--- config.mk ---
export PLATFORM = sky130hd
export DESIGN_NAME = aes256_key_share_loader
export DESIGN_NICKNAME = d
export VERILOG_FILES = /design/src/rtl/aes256_key_share_loader.sv
export SDC_FILE = /design/constraint.sdc
export NUM_CORES = 1
export LEC_CHECK = 0
export CAP_MARGIN = 20
export CORE_AREA = 2 2 339 341
export CTS_CLUSTER_DIAMETER = 100
export DETAILED_ROUTE_END_ITERATION = 10
export DIE_AREA = 0 0 341 343
export PLACE_DENSITY = 0.6
export RECOVER_POWER = 50
export SETUP_SLACK_MARGIN = 0.4
export SLEW_MARGIN = 20
export SYNTH_ARGS = -nofsm -noshare
export SYNTH_HDL_FRONTEND = slang
export SYNTH_SLANG_ARGS = --single-unit
--- constraint.sdc ---
create_clock -name clk -period 2.4 [get_ports clk]
set_input_delay 0.36 -clock clk [delete_from_list [all_inputs] [get_ports clk]]
set_output_delay 0.36 -clock clk [all_outputs]
set_load 0.01 [all_outputs]
--- src/rtl/aes256_key_share_loader.sv ---
// Key share loader: collects eight 32-bit key words into SHARES Boolean shares.
// Define KEY_LOADER_ZEROIZE_EN to wipe the shares once the key has been issued.
module aes256_key_share_loader #(
  parameter int SHARES = 3
) (
  input  logic                      clk,
  input  logic                      resetn,
  input  logic [31:0]               key_i,
  input  logic                      key_valid_i,
  output logic                      key_ready_o,
  input  logic [32*(SHARES-1)-1:0]  rand_i,
  input  logic                      clear_i,
  input  logic                      exp_valid_i,
  output logic [255:0]              k_o [0:SHARES-1],
  output logic                      kvalid_o,
  output logic                      busy_o
);

  typedef enum logic [1:0] {
    COLLECT,
    WAIT_EXP,
    ISSUE
  } state_t;

  state_t       state_q, state_d;
  logic [2:0]   cnt_q;
  logic         first_key_q;
  logic [255:0] share_q [0:SHARES-1];
  logic         accept;
  logic         zeroize;
  logic [31:0]  mask_x;
  logic [7:0]   base;

  assign key_ready_o = (state_q == COLLECT);
  assign kvalid_o    = (state_q == ISSUE);
  assign busy_o      = (state_q != COLLECT);
  assign accept      = key_valid_i && key_ready_o && !clear_i;

  // Word slot cnt occupies bits [255-32*cnt -: 32]
  assign base = {~cnt_q, 5'h1f};

`ifdef KEY_LOADER_ZEROIZE_EN
  assign zeroize = (state_q == ISSUE);
`else
  assign zeroize = 1'b0;
`endif

  always_comb begin
    mask_x = '0;
    for (int s = 1; s < SHARES; s++) begin
      mask_x = mask_x ^ rand_i[32*s-1 -: 32];
    end
  end

  always_comb begin
    state_d = state_q;
    unique case (state_q)
      COLLECT: begin
        if (accept && cnt_q == 3'd7) begin
          state_d = WAIT_EXP;
        end
      end
      WAIT_EXP: begin
        if (exp_valid_i || first_key_q) begin
          state_d = ISSUE;
        end
      end
      ISSUE:   state_d = COLLECT;
      default: state_d = COLLECT;
    endcase
    if (clear_i) begin
      state_d = COLLECT;
    end
  end

  always_ff @(posedge clk or negedge resetn) begin
    if (!resetn) begin
      state_q     <= COLLECT;
      cnt_q       <= '0;
      first_key_q <= 1'b1;
    end else begin
      state_q <= state_d;
      if (clear_i) begin
        cnt_q <= '0;
      end else if (accept) begin
        cnt_q <= cnt_q + 3'd1;
      end
      if (!clear_i && state_q == ISSUE) begin
        first_key_q <= 1'b0;
      end
    end
  end

  always_ff @(posedge clk or negedge resetn) begin
    if (!resetn) begin
      for (int s = 0; s < SHARES; s++) begin
        share_q[s] <= '0;
      end
    end else if (clear_i || zeroize) begin
      for (int s = 0; s < SHARES; s++) begin
        share_q[s] <= '0;
      end
    end else if (accept) begin
      share_q[0][base -: 32] <= key_i ^ mask_x;
      for (int s = 1; s < SHARES; s++) begin
        share_q[s][base -: 32] <= rand_i[32*s-1 -: 32];
      end
    end
  end

  for (genvar g = 0; g < SHARES; g++) begin : g_out
    assign k_o[g] = share_q[g];
  end

endmodule

**Word level (Yosys, flattened, before mapping)**

Index checks and enable logic that the tools add are counted.

- Shifts and indexed selects: 4
- Reductions and logical operators: 10
- Equality and inequality tests: 5
- $lt $le $gt $ge: 0
- Bitwise operators: 3
- $mul: 0
- Add/sub/neg operators: 2
- Divide/modulo/power cells: 0
- Muxes and demuxes: 11

Operators with widths:

| cell | count |
|---|---|
| 768-bit two-way mux | 2 |
| 32-bit by 10-bit variable part select with 287-bit output | 3 |
| 256-bit bitwise mux | 3 |
| 32-bit by 10-bit variable shift with 287-bit output, first input constant | 1 |
| 32-bit bitwise XOR | 2 |
| 8-bit negation with 10-bit output | 1 |
| 2-bit two-way mux | 3 |
| 3-bit two-way mux | 2 |
| 1-bit logical AND | 4 |
| 2-bit one-hot mux with 2 select lines | 1 |
| 2-bit nonzero test | 2 |
| 3-bit by 1-bit adder with 3-bit output, second input constant | 1 |
| 3-bit == test, second input constant | 1 |
| 3-bit by 1-bit != test with 1-bit output, second input constant | 1 |
| 3-bit != test, second input constant | 1 |
| 3-bit NOT | 1 |
| 2-bit by 1-bit == test with 1-bit output, second input constant | 1 |
| 2-bit == test, second input constant | 1 |
| 2-bit zero test | 1 |
| 2-bit AND reduction | 1 |
| 1-bit zero test | 1 |
| 1-bit logical OR | 1 |

- Memories: 0
- Word-level logic and storage cells: 41
- Bits in writable memories: 0
- Memory bits (read-only): 0
- Input bits: 101
- Bits in latches: 0
- Output and inout bits: 771
- Register bits: 774

**Longest topological paths before layout**

Gate-level depths: netlist (run 1).

- Word-level depth: 7
- Mapped depth: 9
- Gate-level depth less buffers: 5

**Worst setup path before layout (run 1)**

No wires, ideal clock.

- Path type: reg-to-reg
- From: register cnt_q[0]
- To: register share_q, in the netlist k_o[34]
- Setup time: 0.122 ns
- Slack: 0.452 ns
- Arrival time: 1.826 ns
- Required time: 2.278 ns
- Cell stages (with the launch flop): 10
- Path buffers: 4
- Period minus slack after synthesis: 1.948 ns
- Cell sequence: dfrtp_1 > buf_2 > inv_1 > ha_1 > and4bb_2 > nor2b_1 > buf_2 > buf_4 > buf_4 > a32o_1

- Word-level cells in the longest chain between the ends: 6
- Elaborated cells on any way between the ends: 7
- Classes of those cells: add/sub: 1; shift: 2; mux: 3; bitwise: 1

RTL lines:

| element | line | text |
|---|---|---|
| from (decl) | 26 | `logic [2:0] cnt_q;` |
| from (signal assigned) | 86 | `cnt_q <= cnt_q + 3'd1;` |
| 3-bit NOT * | 40 | `assign base = {~cnt_q, 5'h1f};` |
| 8-bit negation with 10-bit output * | 106 | `share_q[s][base -: 32] <= rand_i[32*s-1 -: 32];` |
| 32-bit by 10-bit variable part select with 287-bit output / 32-bit by 10-bit variable shift with 287-bit output (equally long branches) | 106 |  |
| 256-bit bitwise mux * | 106 |  |
| 768-bit two-way mux * | 103 | `end else if (accept) begin` |
| 768-bit two-way mux * | 99 | `end else if (clear_i \|\| zeroize) begin` |
| to (signal, indexed assignment) | 104 | `share_q[0][base -: 32] <= key_i ^ mask_x;` |
| to (signal, indexed assignment) | 106 |  |
| to (decl) | 28 | `logic [255:0] share_q [0:SHARES-1];` |

Mark *: on every way between the ends. The rest lies on a longest branch, timed or not. The select of a mux whose other input is x is not followed.
A chain may end at the register's enable or synchronous reset.

**Worst setup path after layout (run 1)**

- From: register state_q[1]
- To: register share_q, in the netlist k_o[243]

- Word-level cells in the longest chain between the ends: 4

RTL lines:

| element | line | text |
|---|---|---|
| from (decl) | 25 | `state_t state_q, state_d;` |
| from (signal assigned) | 82 | `state_q <= state_d;` |
| 2-bit zero test | 34 | `assign key_ready_o = (state_q == COLLECT);` |
| 1-bit logical AND (2 in series) | 37 | `assign accept = key_valid_i && key_ready_o && !clear_i;` |
| 2-bit nonzero test (no line) | - |  |

Every way passes these cells.

==> impl_metrics.ini, run 1 <==
[drt]
wirelength_microns = 149300
dr_wl_met3_microns = 13190
wl_per_cell_microns = 32.89
drc = 0
met1_length_microns = 60390
vias = 24650
wl_met2_microns = 69560
drtIter0Drc = 2069
antenna_left = 0
drt-vias-per-instance = 5.430
dr.pass1.iters = 7
top_layer_used = met5

[sta]
period_share_pct = 88.26
worst_pin_slew_ns = 1.347
relSlewSlack_pct = 10.22
skew_ns = 0.02550
hold_viol_final = 0
rsz0062_at_grt = true
max_freq_ghz = 0.4721
finalSetupViolCount = 0
maxSlewViolCount = 0
layout_min_cycle_time_ns = 2.118
worst_slack_ns = 0.2819

[synth]
postSynthCellCount = 1992
synth.largest_area_cell = dfrtp_1
netlist_area_sq_um = 29320
avgSynthCellArea_sq_um = 14.72
mappedNetlistNets = 2099
yosys_warnings = 0
synth_top_area_share_pct = 65.98
ys_seq_elements = 774
synth_seq_area_share_pct = 66.07
synth-main-ff-cell = dfrtp_1
yosys-top-cells-area = dfrtp_1, a32o_1, o2bb2ai_1
synth_commonest_cells = dfrtp_1, a32o_1, o2bb2ai_1
async_reset_ff_share_pct = 100.0
synth.distinct_cells = 42
synth_edf_count = 0
synth.most_common_cell = dfrtp_1

[cts]
cts_made_buffers = 86
clk_pin_slew_ns = 0.06
clk_latency_ns = 0.68
htree_levels = 3
clk_path_buf_depth = 3
cts_tree = built
cts.sinks = 774
cts-root-buf = clkbuf_16

[cells_and_area]
fillCellCount = 10830
fin_area_sq_um = 44480
final_util_pct = 39.22
drive_gt1_share_pct = 16.58
final_nets = 3058
final_cells = 4539
area_delta_synth_final_pct = 51.71

[floorplanning]
core_sq_um = 113400
die_w_microns = 341
initial_core_util_pct = 25.85
die_h_microns = 343
core.rowCount = 124
io-pin-count = 872
die-area_sq_um = 117000

[global_route]
gr-usage-all-layers_pct = 24.12
grt_pass1_vias = 24300
grt_first_pass_wirelength_microns = 199300
grt_overflow_total = 0
antenna_found_initial = 24
grt_max_degree = 91

[place]
placed_area_sq_um = 41370
numPortBuffers = 871
placed_cells = 4310
dp_hpwl_microns = 101300
pre_cts_ws_ns = -0.07488
gp_congestion = 0.8302

[outcome]
status = completed

[hold_path]
hold_class = in2async

[power]
ir_worst_vdd_mv = 0.4750
powerDensity_nw_per_um2 = 707.1
p_total_mw = 31.45
p_leak_nw = 19.99

[worst_setup_path]
endpoint_kind = register
worstPathMaxFanout = 10
crit_required_ns = 3.00
cp.arrival_ns = 2.72
critical_path.startpoint_type = register
critPathKind = reg2reg

[flow_run]
max-cap-violations = 0
layout make-up:
class	instances	area, sq um	share of cell area, %
flip-flops and latches	774	19370	43.56
repair buffers	1153	11240	25.27
multi-input cells	931	8887	19.98
clock buffers	121	2486	5.590
well taps	1512	1892	4.254
clock inverters	38	561.8	1.263
inverters	5	23.77	0.05345
diodes	5	12.51	0.02813
metal layers:
layer  global-route usage (%)  vias up
met4                    9.618       18
li1                         -     9843
met3                    6.588      262
met5                        0        -
met2                    38.03     1413
met1                    31.45    13110
what timing repair did:
| action | 4_1_cts | 5_1_grt |
|---|---|---|
| hold buffers | 1 | 0 |
| hold endpoints to repair | 13 | 0 |
| pin swaps | 3 | 8 |
| endpoints found under the setup margin | 958 | 579 |
| buffers inserted | 22 | 23 |
| gates resized for setup | 249 | 160 |
| cloned | 5 | 14 |
critical path, stage by stage, from the launching register on:
cell	delay, ns
dfrtp_2	0.43
clkbuf_1	0.21
nor3b_1	0.39
buf_12	0.20
and2_4	0.23
buf_12	0.20
buf_6	0.18
a32o_1	0.19
logic make-up (layout without fill, tap and decap cells):
group | Yosys count | after routing | synth area share, %
other | 0 | 5 | 0
buffers and inverters | 287 | 1317 | 4.579
XOR/XNOR | 65 | 65 | 1.942
multiplexers | 8 | 8 | 0.3073
flip-flops | 774 | 774 | 66.07
AO/OA/AOI/OAI | 772 | 772 | 25.14
adder cells (fa/ha/maj) | 6 | 6 | 0.2561
AND/OR/NAND/NOR | 80 | 80 | 1.707
registers in the layout, indices dropped and copies added (netlist names):
register and flops:
state_q 2, first_key_q 1, cnt_q 3, k_o 768
stage by stage:
step	setup TNS, ns	hold WS [ns]
2_1_floorplan	0	0.06441
3_3_place_gp	-3.371	0.3397
3_5_place_dp	-7.354	0.3428
4_1_cts	0	0.2062
5_1_grt	0	0.2135
6_report	0	0.2138
placed cells by master (no fill, tap or decap), types with 4 or more instances in the layout:
cell type / count
dfrtp_1: 769
clkdlybuf4s50_1: 500
a32o_1: 437
dlygate4sd2_1: 224
o2bb2ai_1: 208
buf_4: 162
clkbuf_1: 114
clkbuf_16: 100
a22o_1: 64
buf_12: 62
clkdlybuf4s25_1: 61
xor2_1: 32
nand3_1: 32
xnor2_2: 26
o21ai_0: 26
o2bb2ai_2: 19
clkbuf_8: 16
clkinv_2: 14
bufinv_16: 11
buf_16: 10
nand2_1: 8
and3_1: 8
mux2_2: 8
xnor2_1: 7
o21ai_1: 7
buf_6: 6
clkbuf_2: 6
diode_2: 5
a21oi_4: 4
inv_6: 4
dfrtp_2: 4
clkbuf_4: 4
report_power, final:
group          internal (mW)  switching [mW]
sequential              13.2           0.131
combinational           1.31            2.47
clock                   8.49            5.80
path summary, 6_finish.rpt:
check	from	endpoint	cells past startpoint	slack (ns)
min	resetn	k_o[254]	2	0.21
max in group asynchronous	resetn	k_o[484]	3	0.46
min in group clk	exp_valid_i	state_q[1]	3	0.44
max reg2reg	state_q[1]	k_o[243]	7	0.28
min reg2reg	k_o[212]	k_o[212]	1	0.48
max	state_q[1]	k_o[243]	7	0.28
(Power assumes the default switching activity.)
==> run 2: changes to the inputs <==
--- a/config.mk
+++ b/config.mk
@@ -5,7 +5,7 @@
 export SDC_FILE = /design/constraint.sdc
 export NUM_CORES = 1
 export LEC_CHECK = 0
-export CAP_MARGIN = 20
+export CAP_MARGIN = 0
 export CORE_AREA = 2 2 339 341
 export CTS_CLUSTER_DIAMETER = 100
 export DETAILED_ROUTE_END_ITERATION = 10
==> results of run 2 <==
The final DEF is identical to that of run 1; final timing and power are the same.
==> patch 1 (config.mk and constraints of run 2) <==
Change the parameter `SHARES` from 3 to 2.
--- a/src/rtl/aes256_key_share_loader.sv
+++ b/src/rtl/aes256_key_share_loader.sv
@@ -2,5 +2,5 @@
 // Define KEY_LOADER_ZEROIZE_EN to wipe the shares once the key has been issued.
 module aes256_key_share_loader #(
-  parameter int SHARES = 3
+  parameter int SHARES = 2
 ) (
   input  logic                      clk,
Interface: changed (resized k_o and rand_i); port bits go from 872 to 584. No check against the original RTL was run, so the function may have changed too.
==> patch 1 against run 2 <==
  * The flow now finishes with violations (capacitance limit, slew limit)
  * Synthesized cell count is 16% lower
  * Fmax is 0.81% higher
  * Die area stayed put
  * Critical path type unchanged
  * Synthesized area is 30% lower
  * Critical endpoint is now k_o[25]
  * Largest cell class unchanged
  * Total power is 35% lower
  * Cell area is 30% lower
  * Wire length is 32% lower
  * Highest routed layer unchanged
  * Sequential cell count is 256 lower
  * Worst setup slack better by 0.017 ns
==> patch 1: results (changes against run 2) <==
- The post-route worst setup slack came to 0.299 ns (+0.0171 ns).
- The post-CTS setup buffer count is 11 (-50%).
- The checks that failed: capacitance limit, slew limit.
- The number of maximum-capacitance violations is 1 (+1).
- The stage delay of the slowest cell on the critical path came to 0.39 ns (-0.04 ns).
- Yosys attributes the largest share of cell area to sky130_fd_sc_hd__dfrtp_1 (63%), sky130_fd_sc_hd__a22o_1 (11%), sky130_fd_sc_hd__mux2i_1 (4.6%).
- The multi-input combinational area share is 22.0% (+2.0 points).
- The post-cts resize count is 150 (-40%).
- The multi-input gate count is 958 (+2.9%).
- The H-tree depth is 2 (-1).
- The final estimated routing congestion in global placement is 0.799 (-3.8%).
- The met1 global-route usage is 22.6% (-8.8 points).
- The portion of netlist area occupied by mux cells was 5.04% (+4.7 points).
- The count of inverters not on the clock network in the layout is 23 (+18).
- The total routing resource utilization after global routing was 16.9% (-7.3 points).
- The amount of wire on met3 after detailed routing was 8.61 mm (-35%).
- The clock skew is 0.0215 ns (-0.00399 ns).
- The max-slew violation count is 44 (+44).
- The flow ran to the end, but the final reports show violations.
- The mean routed wirelength per cell is 26.2 microns (-20%).
- The clock network fraction of total power is 45.9% (+0.4 points).
- The TritonCTS buffer count came to 61 (-29%).
- The number of placed instances, taps included is 3745 (-13%).
- The final design utilization is 27.6% (-12 points).
- The total inserted antenna cells was 8 (+3).
- The met1 layer wirelength in the final routing is 44.0 mm (-27%).
- The depth of the most critical reg-to-reg path is 8 (+1).
- The maximum fanout encountered on the critical timing path is 7 (-3).
- The share of the final layout cell area in sequential cells came to 41.5% (-2.1 points).
- The detailed placement HPWL came to 71.5 mm (-29%).
- Sorting the synthesized cells by how often they occur yields sky130_fd_sc_hd__dfrtp_1 (517), sky130_fd_sc_hd__a22o_1 (255), sky130_fd_sc_hd__nand2_1 (224), sky130_fd_sc_hd__mux2i_1 (95), sky130_fd_sc_hd__o21ai_0 (81).
- The hold slack is 0.142 ns (-0.0722 ns).
- The first-pass detailed-route iteration total is 5 (-2).
- The number of standard cells in the final layout excluding fillers came to 3891 (-14%).
- The xor and xnor area share after synthesis is 1.40% (-0.54 points).
- The worst-case vdd ir drop was 486 uV (+2.4%).
- The data-path buffer share of cell area in the final layout is 23.6% (-1.6 points).
- In this run the worst setup path terminates at k_o[25].
- The global-route wire length before repair is 141 mm (-29%).
- The synthesized netlist cell count came to 1679 (-16%).
- The minimum setup slack after placement is 0.125 ns (+0.199 ns).
- The number of fill cells in the layout is 11800 (+8.8%).
- The total sequential power is 8.95 mW (-33%).
- The met3 track demand over resource is 5.05% (-1.5 points).
- The post-route total power is 20.5 mW (-35%).
- The path class of the tightest hold or removal check is primary input to flop.
- The maximum number of pins on one net before global-route repair is 77 (-15%).
- The adder and majority gate portion of the synthesized area was 0.364% (+0.11 points).
- The fraction of the mapped netlist area in compound gates came to 16.7% (-8.4 points).
- The net count reported at finish came to 2397 (-22%).
- The proportion of layout cells with a drive suffix above 1 came to 14.0% (-2.5 points).
- The relative slew slack is -17.8% (-28 points).
patch 1: cell count changes in the layout (fill, tap and decap cells not counted), moves of 45 or more:
| cell | run 2 | this run |
|---|---|---|
| sky130_fd_sc_hd__clkbuf_1 | 114 | 56 |
| sky130_fd_sc_hd__a22o_1 | 64 | 255 |
| sky130_fd_sc_hd__o21ai_0 | 26 | 81 |
| sky130_fd_sc_hd__mux2i_1 | 0 | 95 |
| sky130_fd_sc_hd__dfrtp_1 | 769 | 511 |
| sky130_fd_sc_hd__nand2_1 | 8 | 223 |
| sky130_fd_sc_hd__a32o_1 | 437 | 24 |
| sky130_fd_sc_hd__buf_4 | 162 | 117 |
| sky130_fd_sc_hd__clkdlybuf4s50_1 | 500 | 383 |
| sky130_fd_sc_hd__o2bb2ai_1 | 208 | 0 |
| sky130_fd_sc_hd__dlygate4sd2_1 | 224 | 129 |
==> patch 2 (flow settings as in run 2) <==
Without the edit above. Register the inputs `key_i` and `key_valid_i` before use. The logic sees them one clock later. The other inputs are not delayed to match.
--- a/src/rtl/aes256_key_share_loader.sv
+++ b/src/rtl/aes256_key_share_loader.sv
@@ -23,4 +23,12 @@
   } state_t;
 
+  logic [31:0] key_q;
+  logic key_valid_q;
+
+  always_ff @(posedge clk) begin
+    key_q       <= key_i;
+    key_valid_q <= key_valid_i;
+  end
+
   state_t       state_q, state_d;
   logic [2:0]   cnt_q;
@@ -35,5 +43,5 @@
   assign kvalid_o    = (state_q == ISSUE);
   assign busy_o      = (state_q != COLLECT);
-  assign accept      = key_valid_i && key_ready_o && !clear_i;
+  assign accept      = key_valid_q && key_ready_o && !clear_i;
 
   // Word slot cnt occupies bits [255-32*cnt -: 32]
@@ -102,5 +110,5 @@
       end
     end else if (accept) begin
-      share_q[0][base -: 32] <= key_i ^ mask_x;
+      share_q[0][base -: 32] <= key_q ^ mask_x;
       for (int s = 1; s < SHARES; s++) begin
         share_q[s][base -: 32] <= rand_i[32*s-1 -: 32];
Function: not settled (the Yosys comparison gave no result); the edit may change what the design does.
==> patch 2 against run 2 <==
  * Total power is 3.1% higher
  * Synthesized area rose by 1.1%
  * Wire length grew 5.5%
  * Worst setup slack gained 0.0060 ns
  * Sequential cell count grew 33
  * Die area unchanged
  * Sequential power rose by 4%
  * Via count is 0.28% lower
  * Cell area rose by 2.7%
  * Non-clock buffer count stayed put
==> patch 2: results (changes against run 2) <==
- The flow ran to the end, and the final reports show no timing, DRC or antenna violations.
- The number of global-route vias before repair was 23900 (-1.7%).
- The later-pin clock latency in the skew report was 0.66 ns (-0.02 ns).
- The final estimated routing congestion in global placement is 0.800 (-3.6%).
- The endpoint arrival time on the critical path is 2.69 ns (-0.03 ns).
- The clock-pin slew on the worst setup and hold paths is 0.06 ns (about the same).
- The maximum number of pins on one net before global-route repair was 111 (+22%).
- The first-pass detailed-route iteration total is 5 (-2).
- The worst-case vdd ir drop came to 584 uV (+23%).
- The share of async-settable or async-resettable flops after synthesis came to 95.9% (-4.1 points).
- The total routing resource utilization after global routing is 24.3% (+0.16 points).
- The via count is 24600 (-0.28%).
- The DRC violation total after the first TritonRoute iteration is 1956 (-5.5%).
- The relative slew slack was 11.0% (+0.75 points).
- The placed cell area is 41400 sq um (about the same).
- The detailed placement HPWL was 100 mm (-1.3%).
- The total leakage power is 21.1 nW (+5.5%).
- The maximum fanout encountered on the critical timing path is 36 (+26).
- The net count reported at finish came to 3168 (+3.6%).
- The clock skew came to 0.0262 ns (+0.000651 ns).
- The proportion of layout cells with a drive suffix above 1 is 16.0% (-0.54 points).
- The mean routed wirelength per cell is 33.8 microns (+2.9%).
- The portion of the post-synthesis area used by sequential elements was 67.6% (+1.5 points).
- The flip-flop count of the largest register after layout is 768 (unchanged).
- The global-route wire length before repair was 200 mm (+0.27%).
- The min-delay analysis places its worst path in the category primary input to flop.
- The proportion of netlist area held by the largest area contributor is 65.3% (-0.69 points).
- The minimum setup slack after placement is -0.0900 ns (-0.0151 ns).
- Ranked by total cell area, the synthesized netlist is headed by sky130_fd_sc_hd__dfrtp_1 (65%), sky130_fd_sc_hd__a22o_1 (8.2%), sky130_fd_sc_hd__o2bb2ai_1 (6.6%).
==> patch 2: area by class of cell <==
class                           count  area, sq um
Fill cell                       10700        67800
Clock inverter                     32          450
Antenna cell                        7         17.5
Timing Repair Buffer             1153        11600
Sequential cell                   807        20000
Inverter                            5         23.8
Tap cell                         1512         1890
Multi-Input combinational cell   1004         8810
Clock buffer                      136         2820
==> patch 2: routing by layer <==
layer | vias to the layer above | global-route usage (%) | part of all wire, %
met1 | 13000 | 31.5 | 41
li1 | 9999 | - | -
met2 | 1314 | 39.1 | 48
met5 | - | 0 | 0.044
met4 | 12 | 8.84 | 3.7
met3 | 263 | 6.38 | 8.0
==> patch 2: path summary, 6_finish.rpt <==
check                                 from    endpoint  slack [ns]  depth (start not counted)
worst max register to register  state_q[0]    k_o[320]        0.29                          7
min in group asynchronous           resetn    k_o[627]        0.54                          2
worst max-delay path            state_q[0]    k_o[320]        0.29                          7
worst min register to register    k_o[610]    k_o[610]        0.48                          1
worst min-delay path               clear_i  state_q[1]        0.13                          2
max in group asynchronous           resetn    k_o[612]        0.36                          3
==> patch 2: cell families after synthesis <==
logic type | count (synthesis) | synth area share, %
AO/OA/AOI/OAI | 756 | 22.6
XOR/XNOR | 64 | 1.89
adder cells (fa/ha/maj) | 6 | 0.253
buffers and inverters | 270 | 3.84
flip-flops | 807 | 67.6
multiplexers | 24 | 0.912
AND/OR/NAND/NOR | 153 | 2.84
==> patch 2: report_power, final <==
part	total [mW]	switching, mW	internal (mW)
registers	13.9	0.134	13.8
logic	3.35	2.21	1.14
clock network	15.1	5.93	9.21
==> patch 2: worst max-delay path, stage by stage (launching register included) <==
cell and delay, ns:
sky130_fd_sc_hd__dfrtp_2 0.42, sky130_fd_sc_hd__buf_6 0.14, sky130_fd_sc_hd__nor3b_4 0.24, sky130_fd_sc_hd__buf_12 0.15, sky130_fd_sc_hd__clkbuf_1 0.18, sky130_fd_sc_hd__and4_1 0.40
sky130_fd_sc_hd__buf_16 0.25, sky130_fd_sc_hd__a22o_1 0.20
==> patch 2: what timing repair did <==
action	in CTS	in global routing
hold buffers	1	0
buffers inserted	14	34
endpoints found under the hold margin	143	0
endpoints found under the setup margin	636	483
gates cloned	8	30
pin swaps	5	45
resized for setup	242	112
==> patch 2: per-stage QoR <==
stage / util, % / hold WS, ns / cells / total power [mW]
2_1_floorplan: - / 0.0644 / 2080 / 15.1
3_3_place_gp: 36.5 / 0.300 / 4394 / 17.3
3_5_place_dp: 36.5 / 0.300 / 4394 / 17.3
4_1_cts: 39.5 / 0.0686 / 4585 / 32.5
5_1_grt: 40.3 / 0.0980 / 4652 / 33.3
6_report: 40.3 / 0.131 / 4656 / 32.4
